`src/rtl/mul_bus_pkg.sv`:
```
// Shared definitions for the multiplier bus master: slave address map,
// FSM state encoding and the operand-pair clamp helper.
package mul_bus_pkg;

    localparam logic [7:0] ADDR_CAND  = 8'h00;
    localparam logic [7:0] ADDR_LIER  = 8'h01;
    localparam logic [7:0] ADDR_START = 8'h02;
    localparam logic [7:0] ADDR_CLEAR = 8'h03;
    localparam logic [7:0] ADDR_INTEN = 8'h04;
    localparam logic [7:0] ADDR_RES   = 8'h10;
    localparam int         MAX_PAIRS  = 8;

    typedef enum logic [3:0] {
        IDLE,
        REQ,
        CLEAR,
        INTEN,
        MRD,
        MWAIT,
        BWR,
        START,
        WAIT_INT,
        BRD,
        BWAIT,
        MEMWR,
        RELEASE
    } state_t;

    // The multiplier FIFO cannot hold more than MAX_PAIRS operand pairs.
    function automatic logic [3:0] clamp_pairs(input logic [3:0] n);
        return (n > 4'(MAX_PAIRS)) ? 4'(MAX_PAIRS) : n;
    endfunction

endpackage

```
`src/rtl/mul_bus_if.sv`:
```
// System-bus and data-RAM signal bundle between the bus master and its
// environment (arbiter/multiplier slave and shared RAM).
interface mul_bus_if;

    logic        M_req;
    logic        M_grant;
    logic        M_wr;
    logic [7:0]  M_address;
    logic [31:0] M_dout;
    logic [31:0] M_din;
    logic        m_interrupt;
    logic        mem_cs;
    logic        mem_we;
    logic [7:0]  mem_addr;
    logic [31:0] mem_wdata;
    logic [31:0] mem_rdata;

    modport master (
        output M_req, M_wr, M_address, M_dout,
        input  M_grant, M_din, m_interrupt,
        output mem_cs, mem_we, mem_addr, mem_wdata,
        input  mem_rdata
    );

    modport slave (
        input  M_req, M_wr, M_address, M_dout,
        output M_grant, M_din, m_interrupt,
        input  mem_cs, mem_we, mem_addr, mem_wdata,
        output mem_rdata
    );

endinterface

```
`src/rtl/mul_bus_master_cnt.sv`:
```
// Word index counter shared by the operand and result phases:
// synchronous clear, increment, and terminal-count flag.
module mul_bus_master_cnt (
    input  logic       clk,
    input  logic       reset_n,
    input  logic       clear,
    input  logic       inc,
    input  logic [4:0] term,
    output logic [4:0] value,
    output logic       last
);

    always_ff @(posedge clk or negedge reset_n) begin
        if (!reset_n)
            value <= 5'd0;
        else if (clear)
            value <= 5'd0;
        else if (inc)
            value <= value + 5'd1;
    end

    assign last = (value == term);

endmodule

```
`src/rtl/mul_bus_master.sv`:
```
// Bus master that streams operand pairs from RAM into the multiplier slave,
// starts it, waits for its interrupt and copies the results back to RAM.
module mul_bus_master
    import mul_bus_pkg::*;
(
    input  logic       clk,
    input  logic       reset_n,
    input  logic       cmd_start,
    input  logic [3:0] cmd_count,
    input  logic [7:0] cmd_src,
    input  logic [7:0] cmd_dst,
    output logic       busy,
    output logic       done,
    mul_bus_if.master  bus
);

    state_t     state;
    logic [7:0] src_r;
    logic [7:0] dst_r;
    logic [4:0] term_r;
    logic [3:0] pairs;
    logic [4:0] cnt;
    logic       cnt_last;
    logic       cnt_clear;
    logic       cnt_inc;

    assign pairs = clamp_pairs(cmd_count);

    // The index restarts at the first operand read and at the first result read.
    always_comb begin
        cnt_clear = 1'b0;
        cnt_inc   = 1'b0;
        if (state == INTEN && bus.M_grant)
            cnt_clear = 1'b1;
        if (state == WAIT_INT && bus.m_interrupt)
            cnt_clear = 1'b1;
        if (state == BWR && bus.M_grant)
            cnt_inc = 1'b1;
        if (state == MEMWR)
            cnt_inc = 1'b1;
    end

    mul_bus_master_cnt u_cnt (
        .clk     (clk),
        .reset_n (reset_n),
        .clear   (cnt_clear),
        .inc     (cnt_inc),
        .term    (term_r),
        .value   (cnt),
        .last    (cnt_last)
    );

    always_ff @(posedge clk or negedge reset_n) begin
        if (!reset_n) begin
            state         <= IDLE;
            src_r         <= 8'd0;
            dst_r         <= 8'd0;
            term_r        <= 5'd0;
            busy          <= 1'b0;
            done          <= 1'b0;
            bus.M_req     <= 1'b0;
            bus.M_wr      <= 1'b0;
            bus.M_address <= 8'd0;
            bus.M_dout    <= 32'd0;
            bus.mem_cs    <= 1'b0;
            bus.mem_we    <= 1'b0;
            bus.mem_addr  <= 8'd0;
            bus.mem_wdata <= 32'd0;
        end else begin
            done <= 1'b0;
            case (state)
                IDLE: if (cmd_start) begin
                    src_r  <= cmd_src;
                    dst_r  <= cmd_dst;
                    term_r <= {pairs, 1'b0} - 5'd1;
                    busy   <= 1'b1;
                    if (pairs == 4'd0) begin
                        done  <= 1'b1;
                        state <= RELEASE;
                    end else begin
                        bus.M_req <= 1'b1;
                        state     <= REQ;
                    end
                end
                REQ: if (bus.M_grant) begin
                    bus.M_wr      <= 1'b1;
                    bus.M_address <= ADDR_CLEAR;
                    bus.M_dout    <= 32'd1;
                    state         <= CLEAR;
                end
                CLEAR: if (bus.M_grant) begin
                    bus.M_address <= ADDR_INTEN;
                    state         <= INTEN;
                end
                INTEN: if (bus.M_grant) begin
                    bus.M_wr     <= 1'b0;
                    bus.mem_cs   <= 1'b1;
                    bus.mem_we   <= 1'b0;
                    bus.mem_addr <= src_r;
                    state        <= MRD;
                end
                MRD: begin
                    bus.mem_cs <= 1'b0;
                    state      <= MWAIT;
                end
                MWAIT: begin
                    bus.M_dout    <= bus.mem_rdata;
                    bus.M_wr      <= 1'b1;
                    bus.M_address <= cnt[0] ? ADDR_LIER : ADDR_CAND;
                    state         <= BWR;
                end
                BWR: if (bus.M_grant) begin
                    if (cnt_last) begin
                        bus.M_address <= ADDR_START;
                        bus.M_dout    <= 32'd1;
                        state         <= START;
                    end else begin
                        bus.M_wr     <= 1'b0;
                        bus.mem_cs   <= 1'b1;
                        bus.mem_addr <= bus.mem_addr + 8'd1;
                        state        <= MRD;
                    end
                end
                // M_address is left at ADDR_START while the multiplier runs.
                START: if (bus.M_grant) begin
                    bus.M_wr   <= 1'b0;
                    bus.M_dout <= 32'd0;
                    state      <= WAIT_INT;
                end
                WAIT_INT: if (bus.m_interrupt) begin
                    bus.M_address <= ADDR_RES;
                    state         <= BRD;
                end
                BRD: if (bus.M_grant) begin
                    state <= BWAIT;
                end
                BWAIT: begin
                    bus.mem_cs    <= 1'b1;
                    bus.mem_we    <= 1'b1;
                    bus.mem_addr  <= dst_r + 8'(cnt);
                    bus.mem_wdata <= bus.M_din;
                    state         <= MEMWR;
                end
                MEMWR: begin
                    bus.mem_cs <= 1'b0;
                    bus.mem_we <= 1'b0;
                    if (cnt_last) begin
                        bus.M_req <= 1'b0;
                        busy      <= 1'b0;
                        done      <= 1'b1;
                        state     <= RELEASE;
                    end else begin
                        bus.M_address <= ADDR_RES + 8'(cnt) + 8'd1;
                        state         <= BRD;
                    end
                end
                RELEASE: begin
                    busy      <= 1'b0;
                    bus.M_req <= 1'b0;
                    state     <= IDLE;
                end
                default: state <= IDLE;
            endcase
        end
    end

endmodule

```
`src/flat_wrapper.sv`:
```
// flat-port wrapper written by rule: the top's interface ports become plain ports
module mul_bus_master_flat import mul_bus_pkg::*;
  (clk, reset_n, cmd_start, cmd_count, cmd_src, cmd_dst, busy, done, bus_M_req, bus_M_wr, bus_M_address, bus_M_dout, bus_M_grant, bus_M_din, bus_m_interrupt, bus_mem_cs, bus_mem_we, bus_mem_addr, bus_mem_wdata, bus_mem_rdata);
  mul_bus_if bus_i ();
  input  logic clk;
  input  logic reset_n;
  input  logic cmd_start;
  input  logic [3:0] cmd_count;
  input  logic [7:0] cmd_src;
  input  logic [7:0] cmd_dst;
  output logic busy;
  output logic done;
  output wire logic [$bits(bus_i.M_req)-1:0] bus_M_req;
  output wire logic [$bits(bus_i.M_wr)-1:0] bus_M_wr;
  output wire logic [$bits(bus_i.M_address)-1:0] bus_M_address;
  output wire logic [$bits(bus_i.M_dout)-1:0] bus_M_dout;
  input wire logic [$bits(bus_i.M_grant)-1:0] bus_M_grant;
  input wire logic [$bits(bus_i.M_din)-1:0] bus_M_din;
  input wire logic [$bits(bus_i.m_interrupt)-1:0] bus_m_interrupt;
  output wire logic [$bits(bus_i.mem_cs)-1:0] bus_mem_cs;
  output wire logic [$bits(bus_i.mem_we)-1:0] bus_mem_we;
  output wire logic [$bits(bus_i.mem_addr)-1:0] bus_mem_addr;
  output wire logic [$bits(bus_i.mem_wdata)-1:0] bus_mem_wdata;
  input wire logic [$bits(bus_i.mem_rdata)-1:0] bus_mem_rdata;
  assign bus_M_req = bus_i.M_req;
  assign bus_M_wr = bus_i.M_wr;
  assign bus_M_address = bus_i.M_address;
  assign bus_M_dout = bus_i.M_dout;
  assign bus_i.M_grant = bus_M_grant;
  assign bus_i.M_din = bus_M_din;
  assign bus_i.m_interrupt = bus_m_interrupt;
  assign bus_mem_cs = bus_i.mem_cs;
  assign bus_mem_we = bus_i.mem_we;
  assign bus_mem_addr = bus_i.mem_addr;
  assign bus_mem_wdata = bus_i.mem_wdata;
  assign bus_i.mem_rdata = bus_mem_rdata;
  mul_bus_master u_core (.clk(clk), .reset_n(reset_n), .cmd_start(cmd_start), .cmd_count(cmd_count), .cmd_src(cmd_src), .cmd_dst(cmd_dst), .busy(busy), .done(done), .bus(bus_i));
endmodule
```
`config.mk`:
```
export PLATFORM = sky130hd
export DESIGN_NAME = mul_bus_master_flat
export DESIGN_NICKNAME = d
export VERILOG_FILES = /design/src/rtl/mul_bus_pkg.sv /design/src/rtl/mul_bus_if.sv /design/src/rtl/mul_bus_master_cnt.sv /design/src/rtl/mul_bus_master.sv /design/src/flat_wrapper.sv
export SDC_FILE = /design/constraint.sdc
export NUM_CORES = 1
export LEC_CHECK = 0
export ABC_AREA = 1
export ABC_CLOCK_PERIOD_IN_PS = 5000
export BUFFER_PORTS_ARGS = -buffer_cell sky130_fd_sc_hd__buf_2
export CAP_MARGIN = 40
export CORE_MARGIN = 3
export CORE_UTILIZATION = 35
export CTS_CLUSTER_SIZE = 12
export DETAILED_ROUTE_END_ITERATION = 16
export GPL_ROUTABILITY_DRIVEN = 0
export HOLD_SLACK_MARGIN = 0.02
export MAX_ROUTING_LAYER = met4
export REMOVE_ABC_BUFFERS = 1
export SLEW_MARGIN = 40
export SYNTH_ARGS = -nofsm -noshare
export SYNTH_HDL_FRONTEND = slang
export SYNTH_SLANG_ARGS = --single-unit
```
`constraint.sdc`:
```
create_clock -name clk -period 5 [get_ports clk]
set_clock_uncertainty 0.15 [all_clocks]
set_input_delay 0 -clock clk [delete_from_list [all_inputs] [get_ports clk]]
set_output_delay 0 -clock clk [all_outputs]
set_load 0.01 [all_outputs]
```
**Word level (Yosys, flattened, before mapping)**

Index checks and enable logic that the tools add are counted.

- Add/subtract/negate cells: 6
- $lt $le $gt $ge: 1
- Equality and inequality tests: 27
- Muxes and demuxes: 55
- Reduce and logical (&&, ||, !) cells: 25

Operator list:

| kind | count |
|---|---|
| two-way mux 32 bit | 4 |
| case mux 32 bit (4 select lines) | 1 |
| two-way mux 8 bit | 9 |
| case mux 4 bit (12 select lines) | 1 |
| case mux 8 bit (6 select lines) | 1 |
| two-way mux 4 bit | 10 |
| case mux 8 bit (3 select lines) | 1 |
| inequality test 2 bit (second input constant) | 11 |
| == test 4 bit (second input constant) | 5 |
| two-way mux 1 bit | 18 |
| adder 8 x 1 -> 8 bit (second input constant) | 2 |
| == test 4 x 3 -> 1 bit (second input constant) | 4 |
| AND reduction 4 bit | 3 |
| nonzero test 4 bit | 3 |
| two-way mux 5 bit | 2 |
| AND reduction 5 bit | 2 |
| case mux 1 bit (3 select lines) | 3 |
| nonzero test 3 bit | 3 |
| adder 8 x 5 -> 8 bit | 1 |
| == test 4 x 2 -> 1 bit (second input constant) | 2 |
| zero test 4 bit | 2 |
| case mux 1 bit (4 select lines) | 2 |
| AND reduction 8 bit | 1 |
| AND reduction 7 bit | 1 |
| 16 further kinds | 22 |

- Bits in registers: 116
- Input bits: 89
- Logic and storage cells: 129

**Logic depth before layout (Yosys ltp)**

Gate-level depths: netlist of the first run.

- Word-level depth: 6
- Mapped depth: 12
- Mapped depth without buffers: 12

**Modules after synthesis**

Synthesis of the first run repeated with hierarchy kept, for this count alone.

- Cells, all modules: 732
- Area, all modules: 5691.7 sq um

Modules (own cells, without submodules):

| module | times used | cells each | area each (sq um) | sequential area each (sq um) |
|---|---|---|---|---|
| mul_bus_master | 1 | 690 | 5372.7 | 2727.6 |
| mul_bus_master_cnt | 1 | 42 | 319.1 | 125.1 |

**Worst setup path after synthesis of the first run**

OpenSTA, ideal clock, no wires.

- Path type: register -> register
- From: reg u_core.u_cnt.value[0]
- To: reg u_core.bus.mem_addr[2]
- Library setup time: 0.116 ns
- Arrival: 1.590 ns
- Data required time: 4.734 ns
- Path slack: 3.143 ns
- Stages on the path, launching flop included: 8
- Buffers on the path: 0
- Cells stage by stage: dfrtp_1 -> ha_1 -> fa_1 -> or2_2 -> nand3_1 -> nand3_1 -> nand2_1 -> nand2_1

- Longest elaborated chain between the ends: 3
- Elaborated cells between the ends (all ways): 5
- Those cells by class: 1 x add/sub; 2 x eq/ne; 1 x mux; 1 x reduce/logical

Ends and longest elaborated chain:

| what | RTL line | source |
|---|---|---|
| start, declared | mul_bus_master_cnt.sv:9 | `output logic [4:0] value,` |
| start signal, assigned | mul_bus_master_cnt.sv:19 | `value <= value + 5'd1;` |
| branches (longest 3 deep; another with adder 8 x 5 -> 8 bit) | - |  |
| end signal, assigned | mul_bus_master.sv:99 | `bus.mem_addr <= src_r;` |
| end signal, assigned | mul_bus_master.sv:120 | `bus.mem_addr <= bus.mem_addr + 8'd1;` |
| end signal, assigned | mul_bus_master.sv:140 | `bus.mem_addr <= dst_r + 8'(cnt);` |
| end, declared | mul_bus_if.sv:21 | `output mem_cs, mem_we, mem_addr, mem_wdata,` |

Several ways; the timed one is not identified.
A chain may end at the register's enable or synchronous reset.

**Final worst setup path of the first run**

- From: reg u_core.state[1]
- To: reg u_core.dst_r[0]

- Longest elaborated chain between the ends: 2

Ends and longest elaborated chain:

| what | RTL line | source |
|---|---|---|
| start, declared | mul_bus_master.sv:17 | `state_t state;` |
| start signal, assigned | mul_bus_master.sv:55 | `state <= IDLE;` |
| start signal, assigned | mul_bus_master.sv:79 | `state <= RELEASE;` |
| start signal, assigned | mul_bus_master.sv:82 | `state <= REQ;` |
| zero test 4 bit | mul_bus_master.sv:71 | `case (state)` |
| AND reduction 2 bit (no line) | - |  |
| end signal, assigned | mul_bus_master.sv:74 | `dst_r <= cmd_dst;` |
| end, declared | mul_bus_master.sv:19 | `logic [7:0] dst_r;` |

No other way between the ends.

==> results.cfg, run 1 <==
[finish]
final_cell_mix = 350 x nand2_1, 171 x buf_2, 114 x dfrtp_1
areaGrowthSynthToFinish_pct = 51.3
drive_gt1_share_pct = 23.3
nNetsFinal = 1103
stdcell_count = 1229
layout_commonest_cell = nand2_1

[placement]
dp.cells = 1087
port_buffers = 172
dp_hpwl_um = 10500
pre_cts_ws_ns = 2.46

[clocking]
clkLatencyLatePin_ns = 0.41
numCtsBuffers = 17
clock-sinks = 114
cts.htree.levels = 4
clock_tree.buffer_depth = 2
post-cts-setup-buffers = 0
path_clk_slew_ns = 0.05
cts-root-buf = clkbuf_16
cts_tree = done

[global_routing]
gr-total-overflow = 0
grt.total_usage_pct = 19.0
grt_max_degree = 63
antenna_found_initial = 0
grt_first_pass_wirelength_um = 26700
grt_pass1_vias = 5547

[sta]
drv_slew = 0
fmax_ghz = 0.375
maxSlewHeadroom_pct = 55.3
hold_viol_final = 1
fin_ws_ns = 2.33
hold_ws_ns = -0.00449
fin_crit_sh_pct = 53.3
tightest_slew_ns = 0.671
setup_viol = 0
rsz0062_at_grt = no
min_period_ns = 2.67
setup_tns_ns = 0

[route]
via_per_inst = 4.57
drc = 0
initialDrtViolationCount = 230
via_count = 5611
first_pass_iters = 4
wl_per_cell_um = 12.9
wl_um = 15800
ant_nets = 0

[worst_setup_path]
path_cells = nor2_1, inv_1, nor2_1, nand2_1, buf_4, inv_1, nand2_1, nand2_1, dlygate4sd3_1
setup.worst_path.end_class = flop
arrival_ns = 2.86
cpPeakStageDelay_ns = 0.55
worst-path-buf-inv = 4
crit_top_cell = nand2_1
worstReg2RegEnd = u_core.dst_r[0]$_DFFE_PN0P_
r2r-start = u_core.state[1]$_DFFE_PN0P_
cp_top_family = buffers and inverters
cp_slowest_cell = dlygate4sd3_1
rrSetupSlack_ns = 2.33
critical_path_depth = 9
path_max_fanout = 25
reg2reg_depth = 9
critical_path.startpoint_type = flop
critical_path_class = reg2reg
required_ns = 5.20

[status]
run_status = finished with violations
violations = negative hold slack

[logic_synthesis]
synthCells = 720
yosysUniqueCellTypes = 32
ys_ff_latch = 114
yosysSeqAreaShare_pct = 51.4
synth_area_mm2 = 0.00555
syn_avg_cell_area_um2 = 7.71
synth_warnings = 0

[power]
power_density_mw_per_mm2 = 571
ir_drop_mv = 0.297
p_leak_nw = 4.60

[floorplanning]
core_mm2 = 0.0154
die_w_um = 132
dieArea_mm2 = 0.0174
die_height_um = 132
ios = 175
start_util_pct = 36.1
rows = 45

[job]
cap_violations = 0

[min_path]
hold_path_class = in2async
[synthesized netlist by cell type (all sizes together)]
library cell | instances | area [um^2]
nand2 | 353 | 1330
ha | 9 | 113
dfrtp | 114 | 2850
o22ai | 2 | 12.5
nor2 | 30 | 155
nor3b | 1 | 7.51
conb | 1 | 3.75
or2 | 4 | 25.0
xnor2 | 1 | 8.76
nor3 | 1 | 5.00
nand4 | 13 | 81.3
inv | 55 | 206
fa | 1 | 20.0
buf | 12 | 65.1
o31ai | 1 | 7.51
o21bai | 6 | 45.0
xor2 | 3 | 26.3
nand3b | 3 | 22.5
o211ai | 4 | 30.0
nand3 | 59 | 305
a21oi | 6 | 30.0
o21ai | 28 | 140
a31oi | 1 | 6.26
clkbuf | 11 | 41.3
o21a | 1 | 7.51
[repair_timing]
item | CTS | global route
endpoints found under the hold margin | 157 | 0
hold buffers | 108 | 0
gates resized for setup | 0 | 0
[registers in the layout, indices dropped and copies added (netlist names), 5 cells and up]
register and flops:
u_core.dst_r 8, u_core.src_r 8, u_core.bus.mem_addr 8, u_core.bus.M_dout 32
u_core.bus.mem_wdata 32, u_core.term_r 5, u_core.bus.M_address 6, u_core.u_cnt.value 5
[power by group]
group / switching [mW] / internal [mW] / total, mW / leakage [nW]
clock network: 0.424 / 0.895 / 1.32 / 0.312
logic: 1.13 / 0.771 / 1.90 / 2.85
registers: 0.267 / 1.31 / 1.58 / 1.44
total: 1.82 / 2.98 / 4.79 / 4.60
[cells by family (layout without fill, tap and decap cells)]
group                    Yosys count  after routing  share of synthesized area, %
flip-flops                       114            114                          51.4
XOR/XNOR                           4              4                         0.631
AND/OR/NAND/NOR                  464            464                          34.9
buffers and inverters             78            374                          5.64
AO/OA/AOI/OAI                     49             49                          5.03
adder cells (fa/ha/maj)           10             10                          2.39
other                              1              3                        0.0676
[metrics by stage]
step           hold WS, ns  power [mW]  util [%]  area (um^2)
3_3_place_gp       -0.0137        3.28      43.0         6610
3_5_place_dp       -0.0137        3.30      43.2         6640
5_1_grt             0.0394        5.18      54.6         8400
4_1_cts             0.0855        4.81      54.4         8370
6_report          -0.00449        4.79      54.6         8400
2_1_floorplan       -0.446        2.62         -         5450
[metal layers]
metal | wire length, um | share of wire [%] | GRT usage [%]
met2 | 7330 | 46 | 29.6
met4 | 92 | 0.58 | 3.91
met5 | 0 | 0 | -
met3 | 949 | 6.0 | 4.58
met1 | 7450 | 47 | 25.4
[worst max-delay path by stage]
stage / from / endpoint / slack, ns
after floorplan: u_core.state[1]$_DFFE_PN0P_ / u_core.bus.M_dout[0]$_DFFE_PN0P_ / 2.20
after global placement: u_core.state[2]$_DFFE_PN0P_ / u_core.bus.mem_wdata[24]$_DFFE_PN0P_ / 2.20
after detailed placement: u_core.state[2]$_DFFE_PN0P_ / u_core.bus.M_dout[0]$_DFFE_PN0P_ / 2.46
after CTS: u_core.state[1]$_DFFE_PN0P_ / u_core.dst_r[0]$_DFFE_PN0P_ / 2.35
after global routing: u_core.state[1]$_DFFE_PN0P_ / u_core.src_r[0]$_DFFE_PN0P_ / 2.10
final: u_core.state[1]$_DFFE_PN0P_ / u_core.dst_r[0]$_DFFE_PN0P_ / 2.33
[layout make-up]
class / instances / area (um^2)
Fill cell: 1418 / 6970
Multi-Input combinational cell: 529 / 2390
Clock buffer: 18 / 439
Sequential cell: 114 / 2850
Antenna cell: 1 / 2.50
Clock inverter: 14 / 210
Tap cell: 211 / 264
Inverter: 55 / 206
Timing Repair Buffer: 287 / 2040
(Power assumes the default switching activity.)
==> run 2, diff against run 1 <==
Settings changed: ABC_CLOCK_PERIOD_IN_PS 5000 to 2400.
Clock period 5 ns to 2.4 ns, I/O delays scaled along.
==> run 2 against run 1 <==
  * The run now ends clean
  * Non-clock buffer count is 5 higher
  * Critical path depth stayed put
  * Cell area hardly changed
  * Via count hardly changed
  * Sequential power is 110% higher
  * Sequential cell count stayed put
  * Worst setup slack worse by 2.2 ns
  * Total power is 110% higher
  * Die area stayed put
  * Register-to-register slack worse by 2.1 ns
  * Global-route usage is 0.77 points higher
  * Routed wire length is 3.8% higher
  * Highest routed layer unchanged
==> results.cfg, run 2 (synthesis gave the netlist of run 1 again) <==
[floorplanning]
rows = 45
ios = 175
start_util_pct = 36.1
dieArea_mm2 = 0.0174
die_w_um = 132
core_mm2 = 0.0154
die_height_um = 132

[sta]
fmax_ghz = 0.451
setup_viol = 0
min_period_ns = 2.22
rsz0062_at_grt = no
hold_viol_final = 0
drv_slew = 0
fin_crit_sh_pct = 92.4
hold_ws_ns = 0.181
setup_tns_ns = 0
fin_ws_ns = 0.183

[route]
ant_nets = 0
drc = 0
via_per_inst = 4.55
via_count = 5615
wl_per_cell_um = 13.3
wl_um = 16400
initialDrtViolationCount = 288
first_pass_iters = 5

[finish]
fin_util_pct = 54.6
layout_commonest_cell = nand2_1
areaGrowthSynthToFinish_pct = 51.3
final_cell_mix = 350 x nand2_1, 171 x buf_2, 113 x dfrtp_1
drive_gt1_share_pct = 24.1
final_cell_area_mm2 = 0.00840
nNetsFinal = 1108
antenna_cells = 0
reg.largest.list = u_core.bus.M_dout x32, u_core.bus.mem_wdata x32

[worst_setup_path]
cp_top_family = buffers and inverters
arrival_ns = 2.36
worst-path-buf-inv = 4
setup.worst_path.end_class = flop
crit_top_cell = dlygate4sd3_1
cp_slowest_cell = dlygate4sd3_1
path_cells = dlygate4sd3_1, buf_2, nor3_1, or2_2, nand2_1, dlygate4sd3_1, nand2_1, dlygate4sd3_1, o21ai_0
critical_path.startpoint_type = input pin
critical_path_class = in2reg
required_ns = 2.54
cpPeakStageDelay_ns = 0.58
path_max_fanout = 3

[power]
intPower_mw = 5.99
power_density_mw_per_mm2 = 1170
switchingPower_mw = 3.86
p_clk_share_pct = 26.6
swShare_pct = 39.2
p_comb_share_pct = 40.1
ir_drop_mv = 0.586
power.sequential.fraction_pct = 33.4
p_leak_nw = 4.60

[global_routing]
grt_max_degree = 50
antenna_found_initial = 0
grt.total_usage_pct = 19.7
grt_pass1_vias = 5685
grt_first_pass_wirelength_um = 27500
gr-total-overflow = 0

[clocking]
path_clk_slew_ns = 0.06
cts_tree = done
post-cts-setup-buffers = 0
numCtsBuffers = 17
clock_tree.buffer_depth = 2
clock-sinks = 114
clkLatencyLatePin_ns = 0.41
cts-root-buf = clkbuf_16
cts.htree.levels = 4

[status]
run_status = finished clean

[placement]
dp_hpwl_um = 10700
pre_cts_ws_ns = 0.402
port_buffers = 172
placed_cell_area_mm2 = 0.00668

[job]
cap_violations = 0

[min_path]
hold_path_class = in2reg
-- run 2: changes by cell type in the layout (fill, tap and decap cells not counted), sizes merged --
| cell | delta |
|---|---|
| buf | +6 |
| bufinv | -2 |
| inv | +2 |
| diode | -1 |
| dlygate4sd3 | -1 |
-- run 2: routing by layer --
metal | vias to the layer above | part of all wire (%) | wire length (um) | track usage [%]
met5 | - | 0 | 0 | -
met4 | 0 | 1.1 | 180 | 4.84
met3 | 16 | 5.0 | 828 | 4.81
met2 | 169 | 47 | 7710 | 31.6
met1 | 2579 | 47 | 7710 | 25.4
li1 | 2851 | - | - | -
-- run 2: power by group through the flow --
| stage | Sequential [mW] | Combinational (mW) | Clock [mW] |
|---|---|---|---|
| floorplan | 3.49 | 1.97 | 0 |
| global placement | 3.29 | 3.60 | 0 |
| detailed placement | 3.29 | 3.62 | 0 |
| CTS | 3.27 | 3.93 | 2.67 |
| global route | 3.40 | 4.48 | 2.78 |
| finish | 3.29 | 3.95 | 2.62 |
-- run 2: cell type report --
class                      count  area [um^2]
inverter                      55          206
fill                        1450         6970
timing repair buffer         292         2060
sequential                   114         2850
tap                          211          264
clock buffer                  18          439
multi-input combinational    529         2390
clock inverter                14          179
-- run 2: per-stage QoR --
step | instances | total power [mW]
3_3_place_gp | 1093 | 6.89
4_1_cts | 1233 | 9.88
2_1_floorplan | 698 | 5.46
3_5_place_dp | 1093 | 6.91
5_1_grt | 1233 | 10.7
6_report | 1233 | 9.85
-- run 2: final timing paths --
path	startpoint	to	slack [ns]	cells after the start
max	cmd_count[1]	u_core.term_r[1]$_DFFE_PN0P_	0.18	9
min	cmd_src[1]	u_core.src_r[1]$_DFFE_PN0P_	0.18	4
max reg2reg	u_core.state[0]$_DFFE_PN0P_	u_core.src_r[4]$_DFFE_PN0P_	0.22	9
min reg2reg	u_core.bus.mem_wdata[8]$_DFFE_PN0P_	u_core.bus.mem_wdata[8]$_DFFE_PN0P_	0.31	2
max in group asynchronous	reset_n	u_core.bus.mem_wdata[11]$_DFFE_PN0P_	1.24	4
min in group asynchronous	reset_n	u_core.bus.M_dout[26]$_DFFE_PN0P_	0.50	4
-- run 2: timing repair --
action / 4_1_cts / 5_1_grt
setup endpoints to repair: 0 / 13
hold buffers: 108 / 0
endpoints found under the hold margin: 209 / 0
resized for setup: 0 / 5
-- run 2: worst reg2reg max path: cells and delay by family (launching register included) --
kind | cells | cell delay (ns)
AND/OR/NAND/NOR | 5 | 0.58
flip-flops | 1 | 0.44
buffers and inverters | 4 | 0.94
